`src/rtl/fpu_xif_issue_ctrl.sv`:
```
// In-order issue/commit scheduler between the XIF coprocessor port and the FPU pipeline.
// Accepted instructions wait in a small FIFO until committed or killed; results return through a one-entry buffer.
module fpu_xif_issue_ctrl #(
    parameter int X_ID_WIDTH = 4,
    parameter int XLEN       = 32,
    parameter int DEPTH      = 4
) (
    input  logic                          ck,
    input  logic                          rst_n,
    input  logic                          issue_valid,
    output logic                          issue_ready,
    input  logic [31:0]                   issue_instr,
    input  logic [X_ID_WIDTH-1:0]         issue_id,
    input  logic                          dec_accept,
    output logic                          issue_accept,
    input  logic                          commit_valid,
    input  logic [X_ID_WIDTH-1:0]         commit_id,
    input  logic                          commit_kill,
    output logic                          exec_valid,
    input  logic                          exec_ready,
    output logic [31:0]                   exec_instr,
    output logic [X_ID_WIDTH-1:0]         exec_id,
    input  logic                          res_valid_in,
    output logic                          res_ready_in,
    input  logic [X_ID_WIDTH-1:0]         res_id_in,
    input  logic [XLEN-1:0]               res_data_in,
    output logic                          result_valid,
    input  logic                          result_ready,
    output logic [X_ID_WIDTH-1:0]         result_id,
    output logic [XLEN-1:0]               result_data,
    output logic [$clog2(DEPTH+1)-1:0]    in_flight,
    output logic                          commit_err
);
    localparam int PTR_W = $clog2(DEPTH);
    localparam int CNT_W = $clog2(DEPTH+1);

    logic [31:0]            instr_q [DEPTH];
    logic [X_ID_WIDTH-1:0]  id_q    [DEPTH];
    logic [DEPTH-1:0]       vld_q, vld_d, cmt_q, cmt_d, kill_q, kill_d;
    logic [PTR_W-1:0]       head_q, head_d, tail_q, tail_d;
    logic [CNT_W-1:0]       cnt_q, cnt_d;
    logic                   err_q, err_d;
    logic                   rv_q, rv_d;
    logic [X_ID_WIDTH-1:0]  rid_q, rid_d;
    logic [XLEN-1:0]        rdata_q, rdata_d;

    logic                   push, pop, kill_pop, match_found, new_cmt;
    logic [PTR_W-1:0]       match_idx, idx;

    assign issue_ready  = (cnt_q != CNT_W'(DEPTH));
    assign issue_accept = issue_valid && issue_ready && dec_accept;
    assign push         = issue_accept;

    assign exec_valid = vld_q[head_q] && cmt_q[head_q] && !kill_q[head_q];
    assign exec_instr = instr_q[head_q];
    assign exec_id    = id_q[head_q];
    assign kill_pop   = vld_q[head_q] && cmt_q[head_q] && kill_q[head_q];
    assign pop        = kill_pop || (exec_valid && exec_ready);

    // Valid entries are contiguous from head, so scanning from head finds the oldest match first.
    always_comb begin
        match_found = 1'b0;
        match_idx   = head_q;
        idx         = '0;
        for (int k = 0; k < DEPTH; k++) begin
            idx = head_q + PTR_W'(k);
            if (!match_found && vld_q[idx] && !cmt_q[idx] && (id_q[idx] == commit_id)) begin
                match_found = 1'b1;
                match_idx   = idx;
            end
        end
    end

    always_comb begin
        vld_d   = vld_q;
        cmt_d   = cmt_q;
        kill_d  = kill_q;
        head_d  = head_q;
        tail_d  = tail_q;
        cnt_d   = cnt_q;
        err_d   = err_q;
        new_cmt = 1'b0;
        if (commit_valid) begin
            if (match_found) begin
                cmt_d[match_idx]  = 1'b1;
                kill_d[match_idx] = commit_kill;
            end else if (push && (issue_id == commit_id)) begin
                new_cmt = 1'b1;
            end else begin
                err_d = 1'b1;
            end
        end
        if (pop) begin
            vld_d[head_q]  = 1'b0;
            cmt_d[head_q]  = 1'b0;
            kill_d[head_q] = 1'b0;
            head_d         = head_q + PTR_W'(1);
        end
        if (push) begin
            vld_d[tail_q]  = 1'b1;
            cmt_d[tail_q]  = new_cmt;
            kill_d[tail_q] = new_cmt && commit_kill;
            tail_d         = tail_q + PTR_W'(1);
        end
        case ({push, pop})
            2'b10:   cnt_d = cnt_q + CNT_W'(1);
            2'b01:   cnt_d = cnt_q - CNT_W'(1);
            default: cnt_d = cnt_q;
        endcase
    end

    assign res_ready_in = !rv_q || result_ready;

    always_comb begin
        rv_d    = rv_q;
        rid_d   = rid_q;
        rdata_d = rdata_q;
        if (res_valid_in && res_ready_in) begin
            rv_d    = 1'b1;
            rid_d   = res_id_in;
            rdata_d = res_data_in;
        end else if (result_ready) begin
            rv_d = 1'b0;
        end
    end

    // Payload storage carries no reset; the per-entry valid bits gate its use.
    always_ff @(posedge ck) begin
        if (push) begin
            instr_q[tail_q] <= issue_instr;
            id_q[tail_q]    <= issue_id;
        end
    end

    always_ff @(posedge ck or negedge rst_n) begin
        if (!rst_n) begin
            vld_q   <= '0;
            cmt_q   <= '0;
            kill_q  <= '0;
            head_q  <= '0;
            tail_q  <= '0;
            cnt_q   <= '0;
            err_q   <= 1'b0;
            rv_q    <= 1'b0;
            rid_q   <= '0;
            rdata_q <= '0;
        end else begin
            vld_q   <= vld_d;
            cmt_q   <= cmt_d;
            kill_q  <= kill_d;
            head_q  <= head_d;
            tail_q  <= tail_d;
            cnt_q   <= cnt_d;
            err_q   <= err_d;
            rv_q    <= rv_d;
            rid_q   <= rid_d;
            rdata_q <= rdata_d;
        end
    end

    assign result_valid = rv_q;
    assign result_id    = rid_q;
    assign result_data  = rdata_q;
    assign in_flight    = cnt_q;
    assign commit_err   = err_q;

endmodule

```
`config.mk`:
```
export PLATFORM = sky130hd
export DESIGN_NAME = fpu_xif_issue_ctrl
export DESIGN_NICKNAME = d
export VERILOG_FILES = /design/src/rtl/fpu_xif_issue_ctrl.sv
export SDC_FILE = /design/constraint.sdc
export NUM_CORES = 1
export LEC_CHECK = 0
export ABC_AREA = 1
export ABC_CLOCK_PERIOD_IN_PS = 3200
export CAP_MARGIN = 20
export CORE_UTILIZATION = 47
export CTS_CLUSTER_SIZE = 8
export DETAILED_ROUTE_END_ITERATION = 10
export HOLD_SLACK_MARGIN = 0.15
export PLACE_DENSITY = 0.74
export SLEW_MARGIN = 20
export SYNTH_ARGS = -nofsm -noshare
export SYNTH_HDL_FRONTEND = slang
export SYNTH_SLANG_ARGS = --single-unit
```
`constraint.sdc`:
```
create_clock -name ck -period 3.2 [get_ports ck]
set_input_delay 0.32 -clock ck [delete_from_list [all_inputs] [get_ports ck]]
set_output_delay 0.32 -clock ck [all_outputs]
set_load 0.02 [all_outputs]
```
==> reports/results.ini, run 1 <==
[power_and_ir_drop]
powerDensity_nw_per_um2 = 533
leakage_nw = 4.50
irDropWorstVdd_v = 0.000413

[critical_path]
crit_type = reg -> out
worstPathCellList = inv_2, buf_12, nand2_1, nand2_1, nand2_1, nand2_1, nand2_1, nor2_1, clkdlybuf4s50_1
max_stage_delay_ns = 0.63
crit_family = buffers and inverters
rrSetupSlack_ns = 0.45
cp_num_buf_inv = 3
startpoint = head_q[0]
cp-start-kind = register
arrival_ns = 2.63
r2r-end = in_flight[2]
cp.required_ns = 2.88
crit_path_max_fanout = 92
reg2reg_depth = 14
endpoint_kind = primary output
timing.rr.start = head_q[1]
cpMaxStageDelayCell = clkdlybuf4s50_1
path_common_cell = nand2_1

[yosys]
ys_ff_latch = 201
netlist_area_um2 = 8780
yosys_warnings = 0
syn_inst = 801
synth_cell_types = 33
synth.avg_cell_area_um2 = 11.0
syn_nets = 896
yosysSeqAreaShare_pct = 65.5

[sta]
fin_crit_ns = 2.95
finalSetupTns_ns = 0
grt_setup_unrepaired = false
fin_ws_ns = 0.253
skew_ns = 0.0113
setup_viol = 0
worst_pin_slew_ns = 0.601
whs_ns = 0.319
slew_violations = 0
max_freq_mhz = 339
finalHoldViolations = 0
min_period_over_period_pct = 92.1
maxSlewHeadroom_pct = 59.8

[clocking]
htreeDepth = 1
cts_sinks = 201
cts_tree = yes
insertion_delay_ns = 0.53
root_buffer = clkbuf_16
post_cts_buffers = 0
path_clk_slew_ns = 0.05
cts_buffers = 29
clock_path_buffers = 3

[drt]
drt-pass1-iter-count = 8
wl_mm = 20.9
wl_per_cell_um = 17.1
viasPerCell = 5.35
ant_nets = 0
drt_iter0_drc = 608
via_count = 6546
drc = 5

[die]
die_h_um = 139
core_um2 = 18100
io_pins = 166
die_w_um = 139
rows = 49
die-area_um2 = 19200
start_util_pct = 48.4

[placed_design]
place_ws_ns = 0.548
dp_hpwl_mm = 13.1
portBuffers = 165
postPlaceCellArea_um2 = 10700
place.gp.congestion = 0.876

[final_layout]
area_growth_syn_to_layout_pct = 31.6
finish.instance_area_um2 = 11600
final_layout_size_suffix_gt1_share_pct = 9.65
n_fill_cell = 1438
nNetsFinal = 1071
diodes = 0

[job]
maxCapViolCount = 0

[outcome]
status = finished with violations
violations = DRC

[global_routing]
grt_max_degree = 96
grt_pass1_vias = 6528
grt_pass1_wl_mm = 33.9
grt_remaining_overflow = 0
antenna_found_initial = 0
track_usage_pct = 22.2

[hold_path]
hold_class = in -> async

-- per-stage QoR --
stage / power (mW) / util, % / instances
global placement: 3.45 / 59.0 / 1173
global route: 6.34 / 63.7 / 1224
detailed placement: 3.46 / 59.0 / 1173
floorplan: 3.15 / - / 801
CTS: 6.21 / 63.6 / 1224
finish: 6.16 / 63.7 / 1224
-- registers in the layout, summed over array words and instances (netlist names), 2 cells and up --
signal and flops:
vld_q 4, in_flight 3, tail_q 2, result_id 4, head_q 2, result_data 32, id_q 16, cmt_q 4
kill_q 4, instr_q 128
-- where the power goes --
part	switching [mW]	internal, mW
combinational	0.228	0.280
sequential	0.0352	2.87
clock	1.06	1.68
total	1.33	4.83
-- final cells by class --
| type | instances | area [µm²] | area share, % |
|---|---|---|---|
| clock inverter | 2 | 28.8 | 0.249 |
| inverter | 50 | 188 | 1.62 |
| tap | 229 | 287 | 2.48 |
| sequential | 201 | 5750 | 49.8 |
| clock buffer | 48 | 797 | 6.90 |
| multi-input combinational | 514 | 2690 | 23.2 |
| timing repair buffer | 180 | 1820 | 15.7 |
-- logic make-up after synthesis --
kind of cell    count (synthesis)  share of synthesized area [%]
flops                         201                           65.5
xor+xnor                        7                          0.698
compound gates                123                           7.59
simple gates                  338                           16.1
fa+ha+maj                      10                           1.51
mux                            36                           4.62
buf+inv                        86                           4.02
-- worst register-to-register path: stages (launching register included) --
cell and delay [ns]:
dfrtp_1 0.38, inv_2 0.06, buf_4 0.44, a21oi_1 0.10, a32o_1 0.23, inv_1 0.07, or2_1 0.10, nand2_1 0.06
inv_1 0.06, ha_1 0.13, inv_1 0.08, fa_1 0.41, a21oi_1 0.18, o21ai_0 0.16, xor2_1 0.17
-- per-layer routing --
| layer | up-vias | track usage, % | wire length (µm) |
|---|---|---|---|
| met5 | - | 0 | 0 |
| met4 | 0 | 7.84 | 524 |
| met3 | 47 | 3.07 | 1120 |
| met2 | 210 | 37.3 | 10400 |
| met1 | 3144 | 29.6 | 8870 |
| li1 | 3145 | - | - |
-- cells in the final DEF (no fill, tap or decap) --
| cell type | count |
|---|---|
| a32o_1 | 1 |
| a31o_2 | 1 |
| and2_1 | 1 |
| nor3b_1 | 1 |
| nor2_2 | 4 |
| clkdlybuf4s50_1 | 164 |
| nor3_1 | 2 |
| o22ai_1 | 32 |
| clkinv_4 | 1 |
| inv_2 | 5 |
| buf_12 | 3 |
| o21ai_1 | 6 |
| fa_1 | 1 |
| inv_1 | 45 |
| xnor2_1 | 1 |
| nand3_1 | 69 |
| buf_2 | 1 |
| nand4_2 | 1 |
| a21oi_1 | 4 |
| nand3_2 | 1 |
| mux2_2 | 36 |
| edfxtp_1 | 144 |
| clkbuf_1 | 19 |
| dfrtp_1 | 56 |
| dfrtp_2 | 1 |
| xor2_1 | 6 |
| inv_16 | 1 |
| nor2_1 | 85 |
| nand4_1 | 7 |
| buf_16 | 1 |
| o21ai_0 | 78 |
| o211ai_1 | 1 |
| nand2_1 | 164 |
| buf_4 | 10 |
| ha_1 | 9 |
| dlygate4sd3_1 | 1 |
| or2_1 | 1 |
| clkbuf_16 | 29 |
| nor4_1 | 1 |
| nor2_4 | 1 |
-- worst max-delay path by stage --
stage,to,slack (ns),depth (start not counted)
2_1_floorplan,kill_q[2],0.08,21
3_3_place_gp,cmt_q[0],0.61,19
3_5_place_dp,cmt_q[0],0.55,18
4_1_cts,exec_valid,0.21,8
5_1_grt,exec_valid,0.0005,9
6_report,exec_valid,0.25,9
-- repair_timing --
| action | CTS | global route |
|---|---|---|
| resized for setup | 0 | 2 |
| hold buffers | 1 | 0 |
| hold endpoints to repair | 23 | 0 |
| endpoints found under the setup margin | 0 | 1 |
-- cell usage after synthesis --
cell | instances | share of area (%)
a21oi_1 | 4 | 0.23
a31o_2 | 1 | 0.10
a32o_1 | 1 | 0.11
and2_1 | 1 | 0.071
buf_1 | 1 | 0.043
buf_2 | 9 | 0.51
buf_4 | 1 | 0.086
buf_6 | 2 | 0.26
clkbuf_1 | 23 | 0.98
dfrtp_1 | 57 | 16
edfxtp_1 | 144 | 49
fa_1 | 1 | 0.23
ha_1 | 9 | 1.3
inv_1 | 45 | 1.9
inv_2 | 5 | 0.21
mux2_2 | 36 | 4.6
nand2_1 | 164 | 7.0
nand3_1 | 69 | 3.9
nand3_2 | 1 | 0.11
nand4_1 | 7 | 0.50
nand4_2 | 1 | 0.14
nor2_1 | 86 | 3.7
nor2_2 | 4 | 0.28
nor3_1 | 2 | 0.11
nor3b_1 | 1 | 0.086
nor4_1 | 1 | 0.071
o211ai_1 | 1 | 0.086
o21ai_0 | 79 | 4.5
o21ai_1 | 5 | 0.28
o22ai_1 | 32 | 2.3
or2_1 | 1 | 0.071
xnor2_1 | 1 | 0.10
xor2_1 | 6 | 0.60
No activity file was read; power rests on OpenSTA's default activity.
==> run 2: changes to the inputs <==
ABC_CLOCK_PERIOD_IN_PS = 3580   (was 3200)
CORE_MARGIN = 4   (was not set)
CORE_UTILIZATION = 50   (was 47)
PLACE_DENSITY = 0.75   (was 0.74)
clock period = 3.58 ns   (was 3.2 ns; I/O delays follow)
==> run 2 against run 1 <==
Against the previous run:
- the run now ends clean
- setup slack worse by 0.0042 ns
- cell count down 0.98%
- critical path depth down 3
- global-route usage down 1.1 points
- register-to-register slack better by 0.05 ns
- power down 11%
- sequential share of layout area up 0.12 points
- routed wire length up 0.72%
- clock skew up 0.00060 ns
==> reports/results.ini, run 2 (synthesis gave the netlist of run 1 again) <==
[final_layout]
n_fill_cell = 1261  ; was 1438
final_cells = 1212  ; was 1224
regMostFlops = instr_q  ; unchanged
area_growth_syn_to_layout_pct = 31.3  ; was 31.6%
final_layout_size_suffix_gt1_share_pct = 9.84  ; was 9.65%
finish.instance_area_um2 = 11500  ; was 11600 µm²
largest_register_ffs = 128  ; unchanged
final_cell_mix = nand2_1 (164), clkdlybuf4s50_1 (164), edfxtp_1 (144), nor2_1 (85), o21ai_0 (79)  ; was nand2_1 (164), clkdlybuf4s50_1 (164), edfxtp_1 (144), nor2_1 (85), o21ai_0 (78)
nNetsFinal = 1072  ; was 1071
post-route-util_pct = 66.9  ; was 63.7%

[outcome]
status = finished, final reports clean  ; was finished with violations

[sta]
skew_ns = 0.0119  ; was 0.0113 ns
fin_crit_ns = 3.33
finalHoldViolations = 0  ; unchanged
whs_ns = 0.414  ; was 0.319 ns
slew_violations = 0  ; unchanged
maxSlewHeadroom_pct = 48.0  ; was 59.8%
worst_pin_slew_ns = 0.779  ; was 0.601 ns
setup_viol = 0  ; unchanged
max_freq_mhz = 300
min_period_over_period_pct = 93.1
fin_ws_ns = 0.249  ; was 0.253 ns
finalSetupTns_ns = 0  ; unchanged
grt_setup_unrepaired = false  ; unchanged

[drt]
wl_per_cell_um = 17.4  ; was 17.1 µm
drt-pass1-iter-count = 5  ; was 8
wl_mm = 21.1  ; was 20.9 mm
via_count = 6527  ; was 6546
ant_nets = 0  ; unchanged
drc = 0  ; was 5
drt_iter0_drc = 519  ; was 608
viasPerCell = 5.39  ; was 5.35

[die]
start_util_pct = 50.9  ; was 48.4%
die_w_um = 141  ; was 139 µm
io_pins = 166  ; unchanged
die-area_um2 = 19700  ; was 19200 µm²
die_h_um = 141  ; was 139 µm
rows = 48  ; was 49
core_um2 = 17200  ; was 18100 µm²

[placed_design]
place_ws_ns = 0.543  ; was 0.548 ns
portBuffers = 165  ; unchanged
place.gp.congestion = 0.904  ; was 0.876
postPlaceCellArea_um2 = 10700  ; about the same
dp_hpwl_mm = 13.6  ; was 13.1 mm
placedCellCount = 1170  ; was 1173

[clocking]
root_buffer = clkbuf_16  ; unchanged
insertion_delay_ns = 0.53  ; about the same
htreeDepth = 1  ; unchanged
cts_tree = yes  ; unchanged
cts_buffers = 29  ; unchanged
path_clk_slew_ns = 0.05  ; about the same
clock_path_buffers = 3  ; unchanged
cts_sinks = 201  ; unchanged
post_cts_buffers = 0  ; unchanged

[power_and_ir_drop]
swShare_pct = 20.8  ; was 21.5%
sequentialPowerShare_pct = 47.4  ; was 47.2%
fin_total_pwr_mw = 5.48  ; was 6.16 mW
irDropWorstVdd_v = 0.000478  ; was 0.000413 V
combPwrFrac_pct = 8.3  ; about the same
internal_power_mw = 4.34  ; was 4.83 mW
p_clk_share_pct = 44.3  ; was 44.6%
switching_power_mw = 1.14  ; was 1.33 mW
powerDensity_nw_per_um2 = 476  ; was 533 nW/µm²
leakage_nw = 4.50  ; about the same

[critical_path]
endpoint_kind = primary output  ; unchanged
crit_path_max_fanout = 65  ; was 92
cp-start-kind = register  ; unchanged
cpMaxStageDelayCell = clkdlybuf4s50_1  ; unchanged
arrival_ns = 2.97  ; was 2.63 ns
worstPathCellList = inv_2, buf_4, buf_6, o21ai_0, o22ai_1, clkdlybuf4s50_1  ; was inv_2, buf_12, nand2_1, nand2_1, nand2_1, nand2_1, nand2_1, nor2_1, clkdlybuf4s50_1
max_stage_delay_ns = 0.67  ; was 0.63 ns
cp.required_ns = 3.22  ; was 2.88 ns
crit_type = reg -> out  ; unchanged

[job]
maxCapViolCount = 0  ; unchanged

[global_routing]
grt_remaining_overflow = 0  ; unchanged
antenna_found_initial = 1  ; was 0
grt_pass1_wl_mm = 33.5  ; was 33.9 mm
track_usage_pct = 21.0  ; was 22.2%
grt_max_degree = 79  ; was 96
grt_pass1_vias = 6524  ; was 6528

[hold_path]
hold_class = in -> reg  ; was in -> async

## run 2: cell types whose count changed in the layout (fill, tap and decap cells not counted)
cell / before / now
buf_16: 1 / 0
buf_4: 10 / 11
buf_6: 0 / 1
bufinv_16: 0 / 1
clkbuf_1: 19 / 8
clkinv_1: 0 / 1
clkinv_4: 1 / 0
diode_2: 0 / 1
o21ai_0: 78 / 79
o21ai_1: 6 / 5
## run 2: routing by layer
| metal | vias to the layer above | part of all wire (%) | global-route usage (%) |
|---|---|---|---|
| met5 | - | 0 | 0 |
| met4 | 0 | 2.5 | 6.58 |
| met3 | 45 | 5.8 | 3.41 |
| met2 | 217 | 52 | 36.6 |
| met1 | 3128 | 40 | 27.2 |
| li1 | 3137 | - | - |
## run 2: worst max-delay path: cells and delay by family, from the launching register on
kind	cells	cell delay [ns]
AO/OA/AOI/OAI	2	0.40
flip-flops	1	0.53
buffers and inverters	4	1.49
## run 2: cell type report
cell class                 count  area (µm²)  share of cell area, %
inverter                      50         188                   1.63
clock inverter                 3        53.8                  0.467
tap                          225         282                   2.44
antenna                        1        2.50                 0.0217
clock buffer                  37         756                   6.56
multi-input combinational    514        2690                   23.3
sequential                   201        5750                   49.9
timing repair buffer         181        1810                   15.7
## run 2: worst paths after layout
kind,from,to,slack (ns),cells after the start
worst max-delay path,head_q[0],exec_instr[5],0.25,6
worst min-delay path,commit_kill,kill_q[3],0.41,3
worst max register to register,head_q[0],cmt_q[1],0.50,15
worst min register to register,commit_err,commit_err,0.47,1
max in group asynchronous,rst_n,head_q[0],2.44,3
min in group asynchronous,rst_n,result_data[0],0.44,2
## run 2: power by group through the flow
stage                     Sequential, mW  Clock (mW)  Combinational, mW
after floorplan                     2.72           0             0.0921
after global placement              2.63           0              0.454
after detailed placement            2.64           0              0.458
after CTS                           2.60        2.46              0.461
after global routing                2.60        2.58              0.482
final                               2.60        2.43              0.456
## run 2: repair_timing
item                                    in CTS  in global routing
hold endpoints to repair                    29                  0
resized for setup                            0                  1
hold buffers                                 1                  0
endpoints found under the setup margin       0                 21
==> run 3: changes to the inputs <==
MAX_ROUTING_LAYER = met4   (was not set)
==> run 3 against run 2 <==
Against the previous run:
- clock power about the same
- first-iteration DRC count increased by 14%
- maximum frequency decreased by 1.8%
- power increased by 0.29%
- critical path type unchanged
- largest power group unchanged
- highest routed layer unchanged
==> reports/results.ini, run 3 (synthesis gave the netlist of run 1 again) <==
[sta]
skew_ns = 0.00677  ; was 0.0119 ns
fin_crit_ns = 3.39  ; was 3.33 ns
fin_ws_ns = 0.186  ; was 0.249 ns
grt_setup_unrepaired = false  ; unchanged
worst_pin_slew_ns = 0.852  ; was 0.779 ns
finalSetupTns_ns = 0  ; unchanged
maxSlewHeadroom_pct = 43.2  ; was 48.0%
setup_viol = 0  ; unchanged
finalHoldViolations = 0  ; unchanged
slew_violations = 0  ; unchanged
min_period_over_period_pct = 94.8  ; was 93.1%
max_freq_mhz = 295  ; was 300 MHz

[clocking]
insertion_delay_ns = 0.52  ; was 0.53 ns
clock_path_buffers = 3  ; unchanged
path_clk_slew_ns = 0.05  ; about the same
root_buffer = clkbuf_16  ; unchanged
post_cts_buffers = 0  ; unchanged
cts_buffers = 29  ; unchanged
cts.repair.resized = 0  ; unchanged
cts_sinks = 201  ; unchanged
cts_tree = yes  ; unchanged
htreeDepth = 1  ; unchanged
cts_hold_buffers = 1  ; unchanged

[placed_design]
dp_hpwl_mm = 13.6  ; about the same
placedCellCount = 1172  ; was 1170
place_ws_ns = 0.635  ; was 0.543 ns
portBuffers = 165  ; unchanged
place.gp.congestion = 0.962  ; was 0.904

[drt]
drt-pass1-iter-count = 5  ; unchanged
ant_nets = 0  ; unchanged
drc = 0  ; unchanged
viasPerCell = 5.30  ; was 5.39
wl_per_cell_um = 17.0  ; was 17.4 µm
drt_iter0_drc = 590  ; was 519
via_count = 6491  ; was 6527
wl_mm = 20.9  ; was 21.1 mm

[power_and_ir_drop]
irDropWorstVdd_v = 0.000449  ; was 0.000478 V
powerDensity_nw_per_um2 = 476  ; about the same
leakage_nw = 4.50  ; about the same

[critical_path]
crit_family = buffers and inverters  ; unchanged
timing.rr.start = head_q[0]  ; unchanged
cp_num_buf_inv = 4  ; unchanged
crit_path_max_fanout = 67  ; was 65
cp-start-kind = register  ; unchanged
worstPathCellList = inv_2, buf_4, buf_4, o21ai_0, o22ai_1, clkdlybuf4s50_1  ; was inv_2, buf_4, buf_6, o21ai_0, o22ai_1, clkdlybuf4s50_1
max_stage_delay_ns = 0.68  ; was 0.67 ns
path_common_cell = buf_4
arrival_ns = 3.04  ; was 2.97 ns
cpMaxStageDelayCell = clkdlybuf4s50_1  ; unchanged
endpoint_kind = primary output  ; unchanged
startpoint = head_q[0]  ; unchanged
crit_type = reg -> out  ; unchanged
cp.required_ns = 3.22  ; about the same

[global_routing]
grt_max_degree = 68  ; was 79
track_usage_pct = 21.7  ; was 21.0%
antenna_found_initial = 1  ; unchanged
grt_remaining_overflow = 0  ; unchanged
grt_pass1_wl_mm = 33.4  ; was 33.5 mm
grt_pass1_vias = 6575  ; was 6524

[die]
die_h_um = 141  ; unchanged
core_um2 = 17200  ; unchanged
io_pins = 166  ; unchanged
die_w_um = 141  ; unchanged
rows = 48  ; unchanged
start_util_pct = 50.9  ; unchanged
die-area_um2 = 19700  ; unchanged

[final_layout]
largest_register_ffs = 128  ; unchanged
final_cells = 1225  ; was 1212
nNetsFinal = 1074  ; was 1072
regMostFlops = instr_q  ; unchanged
final_cell_mix = nand2_1 (164), clkdlybuf4s50_1 (164), edfxtp_1 (144), nor2_1 (85), o21ai_0 (79)  ; unchanged
final_layout_size_suffix_gt1_share_pct = 10.0  ; was 9.84%
area_growth_syn_to_layout_pct = 31.5  ; was 31.3%
post-route-util_pct = 67.0  ; was 66.9%

[hold_path]
worstHoldStart = commit_kill  ; unchanged
hold_class = in -> reg  ; unchanged

[job]
maxCapViolCount = 0  ; unchanged

[outcome]
status = finished, final reports clean  ; unchanged

run 3: changes by cell type in the layout (fill, tap and decap cells not counted):
cell / change
buf_12: -2
buf_4: +5
buf_6: -1
bufinv_16: -1
clkbuf_8: +1
clkinvlp_4: +1
clkbuf_1: +11
clkinv_1: -1
run 3: area by class of cell:
class	count	area, µm²
clock inverters	2	27.5
clock buffers	49	811
repair buffers	183	1800
multi-input cells	514	2690
well taps	225	282
inverters	50	188
flip-flops and latches	201	5750
fillers	1289	5690
diodes	1	2.50
run 3: layer usage:
| metal | routed length (µm) | track usage (%) | up-vias |
|---|---|---|---|
| li1 | - | - | 3155 |
| met2 | 11200 | 38.2 | 210 |
| met5 | 0 | - | - |
| met1 | 8240 | 26.5 | 3096 |
| met4 | 343 | 5.66 | 0 |
| met3 | 1130 | 2.83 | 30 |
run 3: power by group:
group | total [mW] | leakage [nW] | switching (mW) | internal [mW]
registers | 2.60 | 1.94 | 0.0293 | 2.57
logic | 0.456 | 2.17 | 0.205 | 0.251
clock network | 2.45 | 0.397 | 0.921 | 1.52
run 3: path summary, 6_finish.rpt:
path	end	slack (ns)	cells past startpoint
worst max-delay path	exec_instr[24]	0.19	6
worst min-delay path	kill_q[3]	0.41	3
worst max register to register	kill_q[1]	0.52	17
worst min register to register	commit_err	0.47	1
max in group asynchronous	result_data[4]	2.37	3
min in group asynchronous	result_data[26]	0.49	2
run 3: metrics by stage:
step | power (mW) | hold slack, ns | area, µm²
finish | 5.50 | 0.413 | 11500
global route | 5.69 | 0.439 | 11500
CTS | 5.55 | 0.406 | 11500
detailed placement | 3.10 | 0.468 | 10700
global placement | 3.09 | 0.464 | 10700
floorplan | 2.81 | 0.0624 | 8780
run 3: tightest hold or removal path, cell delays in order:
cell and delay, ns:
clkdlybuf4s50_1 0.43, nand2_1 0.07, nand2_1 0.04
